==> config.mk <==
export PLATFORM = sky130hd
export DESIGN_NAME = cory_axi_copy
export DESIGN_NICKNAME = d
export VERILOG_FILES = /design/src/rtl/cory_axi_copy_pkg.sv /design/src/rtl/cory_axi_copy_fifo.sv /design/src/rtl/cory_axi_copy.sv
export SDC_FILE = /design/constraint.sdc
export NUM_CORES = 2
export LEC_CHECK = 0
export CAP_MARGIN = 20
export CORE_MARGIN = 2
export CORE_UTILIZATION = 43
export DETAILED_ROUTE_END_ITERATION = 10
export PLACE_DENSITY_LB_ADDON = 0.1
export SYNTH_ARGS = -nofsm -noshare
export SYNTH_HDL_FRONTEND = slang
export SYNTH_SLANG_ARGS = --single-unit
export TNS_END_PERCENT = 1
==> constraint.sdc <==
create_clock -name clk -period 5.4 [get_ports clk]
set_clock_uncertainty 0.15 [all_clocks]
set_input_delay 1.08 -clock clk [delete_from_list [all_inputs] [get_ports clk]]
set_output_delay 1.08 -clock clk [all_outputs]
set_load 0.05 [all_outputs]
==> src/rtl/cory_axi_copy_pkg.sv <==
// Shared types and helpers for the AXI copy engine.
//   rd_state_e / wr_state_e : read and write FSM encodings
//   f_log2                  : ceiling log2, usable in constant expressions
package cory_axi_copy_pkg;

  typedef enum logic [1:0] {
    RD_IDLE = 2'd0,
    RD_ADDR = 2'd1,
    RD_DATA = 2'd2
  } rd_state_e;

  typedef enum logic [1:0] {
    WR_IDLE = 2'd0,
    WR_ADDR = 2'd1,
    WR_DATA = 2'd2,
    WR_RESP = 2'd3
  } wr_state_e;

  function automatic int f_log2(input int v);
    int r;
    r = 0;
    while ((1 << r) < v) r++;
    return r;
  endfunction

endpackage

==> src/rtl/cory_axi_copy_fifo.sv <==
// Read-data buffer between the read and write sides of the copy engine.
//   clk, reset        : clock, synchronous active-high reset (flushes)
//   push_i / din_i    : write one word
//   pop_i / dout_o    : dout_o is the head word; pop_i advances it
//   count_o           : words currently stored
// Push and pop in the same cycle are both honoured. DEPTH must be a power
// of two so the pointers wrap naturally.
module cory_axi_copy_fifo #(
  parameter int W     = 64,
  parameter int DEPTH = 32,
  parameter int CW    = $clog2(DEPTH) + 1
) (
  input  logic          clk,
  input  logic          reset,
  input  logic          push_i,
  input  logic [W-1:0]  din_i,
  input  logic          pop_i,
  output logic [W-1:0]  dout_o,
  output logic [CW-1:0] count_o
);
  localparam int PW = $clog2(DEPTH);

  logic [W-1:0]  mem_q [DEPTH];
  logic [PW-1:0] wptr_q, rptr_q;
  logic [CW-1:0] cnt_q;

  always_ff @(posedge clk) begin
    if (push_i) mem_q[wptr_q] <= din_i;
  end

  always_ff @(posedge clk) begin
    if (reset) begin
      wptr_q <= '0;
      rptr_q <= '0;
      cnt_q  <= '0;
    end else begin
      if (push_i) wptr_q <= wptr_q + 1'b1;
      if (pop_i)  rptr_q <= rptr_q + 1'b1;
      case ({push_i, pop_i})
        2'b10:   cnt_q <= cnt_q + 1'b1;
        2'b01:   cnt_q <= cnt_q - 1'b1;
        default: ;
      endcase
    end
  end

  assign dout_o  = mem_q[rptr_q];
  assign count_o = cnt_q;

endmodule

==> src/rtl/cory_axi_copy.sv <==
// AXI-style burst copy master: reads i_size bytes from i_src in AR/R bursts
// into a local FIFO and writes them to i_dst in AW/W/B bursts.
//   clk, reset            : clock, synchronous active-high reset
//   i_start/i_src/i_dst/i_size : copy request, sampled only while idle
//   o_busy/o_done/o_err   : status; o_err is sticky until the next start
//   o_ar_*/i_ar_r, i_r_*/o_r_r   : read address / data channels
//   o_aw_*/i_aw_r, o_w_*/i_w_r, i_b_v/o_b_r : write channels
// One burst outstanding per direction; read and write sides run concurrently.
module cory_axi_copy
  import cory_axi_copy_pkg::*;
#(
  parameter int A          = 32,
  parameter int D          = 64,
  parameter int L          = 4,
  parameter int BURST      = 16,
  parameter int FIFO_DEPTH = 32
) (
  input  logic         clk,
  input  logic         reset,
  input  logic         i_start,
  input  logic [A-1:0] i_src,
  input  logic [A-1:0] i_dst,
  input  logic [A-1:0] i_size,
  output logic         o_busy,
  output logic         o_done,
  output logic         o_err,
  output logic         o_ar_v,
  output logic [A-1:0] o_ar_a,
  output logic [L-1:0] o_ar_l,
  input  logic         i_ar_r,
  input  logic         i_r_v,
  input  logic [D-1:0] i_r_d,
  input  logic         i_r_l,
  output logic         o_r_r,
  output logic         o_aw_v,
  output logic [A-1:0] o_aw_a,
  output logic [L-1:0] o_aw_l,
  input  logic         i_aw_r,
  output logic         o_w_v,
  output logic [D-1:0] o_w_d,
  output logic         o_w_l,
  input  logic         i_w_r,
  input  logic         i_b_v,
  output logic         o_b_r
);
  localparam int NB = D / 8;
  localparam int LB = f_log2(NB);
  localparam int RW = A - LB;                     // remaining-word counters
  localparam int CW = f_log2(FIFO_DEPTH) + 1;
  localparam int BW = L + 1;                      // holds 0..BURST

  rd_state_e      rd_q, rd_d;
  wr_state_e      wr_q, wr_d;
  logic [A-1:0]   rd_addr_q, rd_addr_d, wr_addr_q, wr_addr_d;
  logic [RW-1:0]  rd_rem_q, rd_rem_d, wr_rem_q, wr_rem_d;
  logic [BW-1:0]  rcnt_q, rcnt_d, wcnt_q, wcnt_d;
  logic           busy_q, busy_d, done_q, done_d, err_q, err_d;
  logic           early_q, early_d;               // i_r_l seen before last beat
  logic [BW-1:0]  rbeats, wbeats;
  logic [CW-1:0]  fcnt;
  logic           push, pop, wlast;
  logic [RW-1:0]  words;

  // Burst lengths follow the remaining counters, which only move at burst
  // boundaries, so they stay stable for the whole burst.
  assign rbeats = (rd_rem_q >= RW'(BURST)) ? BW'(BURST) : BW'(rd_rem_q);
  assign wbeats = (wr_rem_q >= RW'(BURST)) ? BW'(BURST) : BW'(wr_rem_q);
  assign words  = RW'(i_size >> LB);
  assign wlast  = (wcnt_q == wbeats - 1'b1);

  cory_axi_copy_fifo #(.W(D), .DEPTH(FIFO_DEPTH), .CW(CW)) u_fifo (
    .clk     (clk),
    .reset   (reset),
    .push_i  (push),
    .din_i   (i_r_d),
    .pop_i   (pop),
    .dout_o  (o_w_d),
    .count_o (fcnt)
  );

  always_comb begin
    rd_d      = rd_q;
    wr_d      = wr_q;
    rd_addr_d = rd_addr_q;
    wr_addr_d = wr_addr_q;
    rd_rem_d  = rd_rem_q;
    wr_rem_d  = wr_rem_q;
    rcnt_d    = rcnt_q;
    wcnt_d    = wcnt_q;
    busy_d    = busy_q;
    done_d    = 1'b0;
    err_d     = err_q;
    early_d   = early_q;
    push      = 1'b0;
    pop       = 1'b0;
    o_ar_v    = 1'b0;
    o_r_r     = 1'b0;
    o_aw_v    = 1'b0;
    o_w_v     = 1'b0;
    o_w_l     = 1'b0;
    o_b_r     = 1'b0;

    if (!busy_q && i_start) begin
      rd_addr_d = i_src & ~A'(NB - 1);
      wr_addr_d = i_dst & ~A'(NB - 1);
      rd_rem_d  = words;
      wr_rem_d  = words;
      err_d     = 1'b0;
      if (words != '0) busy_d = 1'b1;
      else             done_d = 1'b1;
    end

    case (rd_q)
      RD_IDLE: begin
        // Only ask for a burst the FIFO can fully absorb.
        if (busy_q && rd_rem_q != '0 &&
            (32'(FIFO_DEPTH) - 32'(fcnt)) >= 32'(rbeats))
          rd_d = RD_ADDR;
      end
      RD_ADDR: begin
        o_ar_v = 1'b1;
        if (i_ar_r) begin
          rd_d    = RD_DATA;
          rcnt_d  = '0;
          early_d = 1'b0;
        end
      end
      RD_DATA: begin
        o_r_r = 1'b1;
        if (i_r_v) begin
          push   = 1'b1;
          rcnt_d = rcnt_q + 1'b1;
          if (rcnt_q + 1'b1 == rbeats) begin
            if (!i_r_l || early_q) err_d = 1'b1;
            rd_addr_d = rd_addr_q + (A'(rbeats) << LB);
            rd_rem_d  = rd_rem_q - RW'(rbeats);
            rd_d      = RD_IDLE;
          end else if (i_r_l) begin
            early_d = 1'b1;
          end
        end
      end
      default: rd_d = RD_IDLE;
    endcase

    case (wr_q)
      WR_IDLE: begin
        if (busy_q && wr_rem_q != '0 && 32'(fcnt) >= 32'(wbeats))
          wr_d = WR_ADDR;
      end
      WR_ADDR: begin
        o_aw_v = 1'b1;
        if (i_aw_r) begin
          wr_d   = WR_DATA;
          wcnt_d = '0;
        end
      end
      WR_DATA: begin
        o_w_v = 1'b1;
        o_w_l = wlast;
        if (i_w_r) begin
          pop    = 1'b1;
          wcnt_d = wcnt_q + 1'b1;
          if (wlast) wr_d = WR_RESP;
        end
      end
      WR_RESP: begin
        o_b_r = 1'b1;
        if (i_b_v) begin
          wr_addr_d = wr_addr_q + (A'(wbeats) << LB);
          wr_rem_d  = wr_rem_q - RW'(wbeats);
          wr_d      = WR_IDLE;
          if (wr_rem_q == RW'(wbeats)) begin
            done_d = 1'b1;
            busy_d = 1'b0;
          end
        end
      end
      default: wr_d = WR_IDLE;
    endcase
  end

  always_ff @(posedge clk) begin
    if (reset) begin
      rd_q      <= RD_IDLE;
      wr_q      <= WR_IDLE;
      rd_addr_q <= '0;
      wr_addr_q <= '0;
      rd_rem_q  <= '0;
      wr_rem_q  <= '0;
      rcnt_q    <= '0;
      wcnt_q    <= '0;
      busy_q    <= 1'b0;
      done_q    <= 1'b0;
      err_q     <= 1'b0;
      early_q   <= 1'b0;
    end else begin
      rd_q      <= rd_d;
      wr_q      <= wr_d;
      rd_addr_q <= rd_addr_d;
      wr_addr_q <= wr_addr_d;
      rd_rem_q  <= rd_rem_d;
      wr_rem_q  <= wr_rem_d;
      rcnt_q    <= rcnt_d;
      wcnt_q    <= wcnt_d;
      busy_q    <= busy_d;
      done_q    <= done_d;
      err_q     <= err_d;
      early_q   <= early_d;
    end
  end

  assign o_ar_a = rd_addr_q;
  assign o_ar_l = L'(rbeats - 1'b1);
  assign o_aw_a = wr_addr_q;
  assign o_aw_l = L'(wbeats - 1'b1);
  assign o_busy = busy_q;
  assign o_done = done_q;
  assign o_err  = err_q;

endmodule

==> impl_metrics.toml <==
[run_status]
status = "complete, no violations"

[yosys]
synthFlopType = "edfxtp_1"
syn-cell-area_um2 = 87000
synth_seq_area_share_pct = 74.4
ys_ff_latch = 2209
yosys.area.top_type_share_pct = 70.7
synthCells = 4164
yosysTopAreaCell = "edfxtp_1"
synth_nets = 4376
synth_area_leaders = "edfxtp_1 (71%), mux4_2 (17%), dfxtp_1 (3.7%)"
async_reset_ff_share_pct = 0
yosys_warnings = 0
synth_edf_count = 2048
avgSynthCellArea_um2 = 20.9
yosysUniqueCellTypes = 90

[critical_path]
worstSetupPathType = "reg2out"
cpLargestDelayFamily = "multiplexers"
crit_cells = 5
crit_slowest_cell = "clkdlybuf4s50_1"
critPathCaptureType = "output pin"
crit_chain = "buf_16 -> mux4_2 -> mux4_2 -> mux2_2 -> clkdlybuf4s50_1"
crit_fanout = 60
cp_slowest_stage_delay_ns = 0.71
reg2reg_depth = 16
crit_top_cell = "mux4_2"
crit_arrival_ns = 4.03
critical_path_required_ns = 4.17
cp-start-kind = "flop"
cp_num_buf_inv = 2

[placed_design]
hpwl_mm = 117
io_buffers = 304
globalplace.congestion = 0.838
place_ws_ns = 0.693

[power]
p_switching_mw = 7.50
internal-power_mw = 27.8
ir_drop_v = 0.000371
p_comb_share_pct = 3.9
finalPower_mw = 35.3
power_density_nw_per_um2 = 346
p_sw_share_pct = 21.3
pwr-share-clk_pct = 42.7
p_leak_nw = 31.2
seqPwrFrac_pct = 53.4

[clock_tree]
cts_hold_buf = 0
clock-sinks = 2209
root_buffer = "clkbuf_16"
cts_tree = "done"
numCtsBuffers = 225
insertion_delay_ns = 0.86
cts_buffer_depth = 3
cts_max_level = 4
clkTransAtPathRegs_ns = 0.06

[sta]
finalCriticalPeriod_ns = 5.26
fin_ws_ns = 0.135
drv_slew = 0
worst_pin_slew_ns = 1.07
rsz0062_at_grt = "true"
fmax_ghz = 0.190
setup_tns_ns = 0
setup_viol = 0
maxSlewHeadroom_pct = 28.6
period_share_pct = 97.5
hold_violations = 0

[route]
wl_per_cell_um = 30.3
drtAntennaViolNets = 0
vias_per_cell = 5.85
highest_layer = "met5"
drt-pass1-iter-count = 5
vias = 43900
drc = 0
dr.first_iter.drc_count = 4021
wl_met2_mm = 113
wl_met3_mm = 10.6
wl_met1_mm = 99.1
totalWireLength_mm = 227

[global_routing]
gr-total-overflow = 0
track_usage_pct = 22.1
grt_pass1_vias = 44800
grt_max_degree = 96
grt_pass1_wl_mm = 326
antenna_found_initial = 12

[floorplan]
start_util_pct = 43.2
die-area_um2 = 206000
core-area_um2 = 201000
fp.dieW_um = 454
die_y_um = 454
ioPinCount = 314
rows = 165

[run]
maxCapViolCount = 0

[cells_and_area]
nets = 4842
layout_commonest_cell = "edfxtp_1"
area_delta_synth_final_pct = 17.4
fillers = 16300
layout-drive-gt1-share_pct = 26.3
final_cell_mix = "edfxtp_1 (2,048), mux4_2 (640), clkdlybuf4s50_1 (258)"

[min_path]
min_path_cells = 2
hp-class = "reg2reg"
-- cell type report --
class / count / area (um2) / share of cell area (%)
sequential: 2209 / 64700 / 63.4
timing repair buffer: 460 / 5150 / 5.05
antenna: 3 / 7.51 / 0.00736
clock inverter: 134 / 1190 / 1.17
inverter: 44 / 166 / 0.163
multi-input combinational: 1690 / 21500 / 21.1
clock buffer: 280 / 5940 / 5.82
tap: 2672 / 3340 / 3.28
-- logic make-up after synthesis --
logic type | count (synthesis) | synth area share (%)
AOI/OAI and AO/OA | 351 | 2.80
xor gates and xnor gates | 40 | 0.403
adders and majority gates | 44 | 0.656
buffers and inverters | 265 | 1.17
DFF | 2209 | 74.4
muxes | 710 | 17.5
other | 2 | 0.00864
and+or+nand+nor | 543 | 3.05
-- repair_timing --
item / 4_1_cts / 5_1_grt
gates resized for setup: 8 / 24
setup buffers: 2 / 0
endpoints found under the setup margin: 13 / 31
pin swaps: 2 / 0
-- per-stage QoR --
| stage | instances | util (%) | cell area (um2) | hold WS [ns] |
|---|---|---|---|---|
| floorplan | 4164 | - | 87000 | 0.280 |
| global placement | 7066 | 47.0 | 94700 | 0.303 |
| detailed placement | 7066 | 47.0 | 94700 | 0.295 |
| CTS | 7482 | 50.5 | 102000 | 0.312 |
| global route | 7491 | 50.7 | 102000 | 0.338 |
| finish | 7492 | 50.7 | 102000 | 0.313 |
-- Yosys cell counts, types with 10 or more instances --
cell type	instances
o211ai_1	11
or3_1	15
a211oi_1	16
a32oi_1	13
nand4_1	13
buf_1	55
ha_1	40
inv_1	42
nor2b_1	10
a2111oi_0	10
and3_1	20
o21ai_0	55
mux2_2	68
nor2_1	177
mux4_2	640
edfxtp_1	2048
nand3_1	32
a311oi_1	24
a22oi_1	14
nand2_1	135
dfxtp_1	161
nor4_1	26
clkbuf_1	156
and2_1	10
o311ai_0	11
a31oi_1	21
a21o_1	14
xor2_1	22
xnor2_1	18
nor3_1	53
a21oi_1	88
-- final timing paths --
path	from	end	slack, ns
worst min register to register	rd_rem_q[15]$_SDFF_PP0_	rd_rem_q[15]$_SDFF_PP0_	0.31
worst min-delay path	rd_rem_q[15]$_SDFF_PP0_	rd_rem_q[15]$_SDFF_PP0_	0.31
worst max register to register	wr_rem_q[5]$_SDFF_PP0_	o_aw_a[29]$_SDFF_PP0_	1.13
worst max-delay path	flop	o_w_d[29]	0.14
-- worst register-to-register path, delay by kind of cell (launching register included) --
family          cells  cell delay [ns]
simple gates        7             2.11
flops               1             0.36
fa+ha+maj           2             0.42
buf+inv             2             0.21
compound gates      4             0.67
mux                 1             0.28
-- flip-flops by register name (all words and copies together) (netlist names), named ones only --
register / count
u_fifo.mem_q: 2048
o_ar_a: 32
o_aw_a: 32
rd_rem_q: 29
wr_rem_q: 29
u_fifo.count_o: 6
rcnt_q: 5
u_fifo.rptr_q: 5
u_fifo.wptr_q: 5
wcnt_q: 5
rd_q: 2
wr_q: 2
early_q: 1
o_busy: 1
o_done: 1
o_err: 1
-- power groups by stage --
| stage | registers (mW) | logic (mW) | clock network, mW |
|---|---|---|---|
| 2_1_floorplan | 19.3 | 0.646 | 0 |
| 3_3_place_gp | 19.2 | 1.36 | 0 |
| 3_5_place_dp | 19.2 | 1.38 | 0 |
| 4_1_cts | 18.8 | 1.38 | 15.4 |
| 5_1_grt | 18.8 | 1.50 | 16.1 |
| 6_report | 18.8 | 1.38 | 15.1 |
-- metal layers --
layer | track usage (%) | up-vias
met1 | 31.0 | 23900
li1 | - | 18500
met2 | 36.5 | 1158
met5 | 0 | -
met3 | 3.24 | 303
met4 | 5.49 | 6
(Power assumes the default switching activity.)
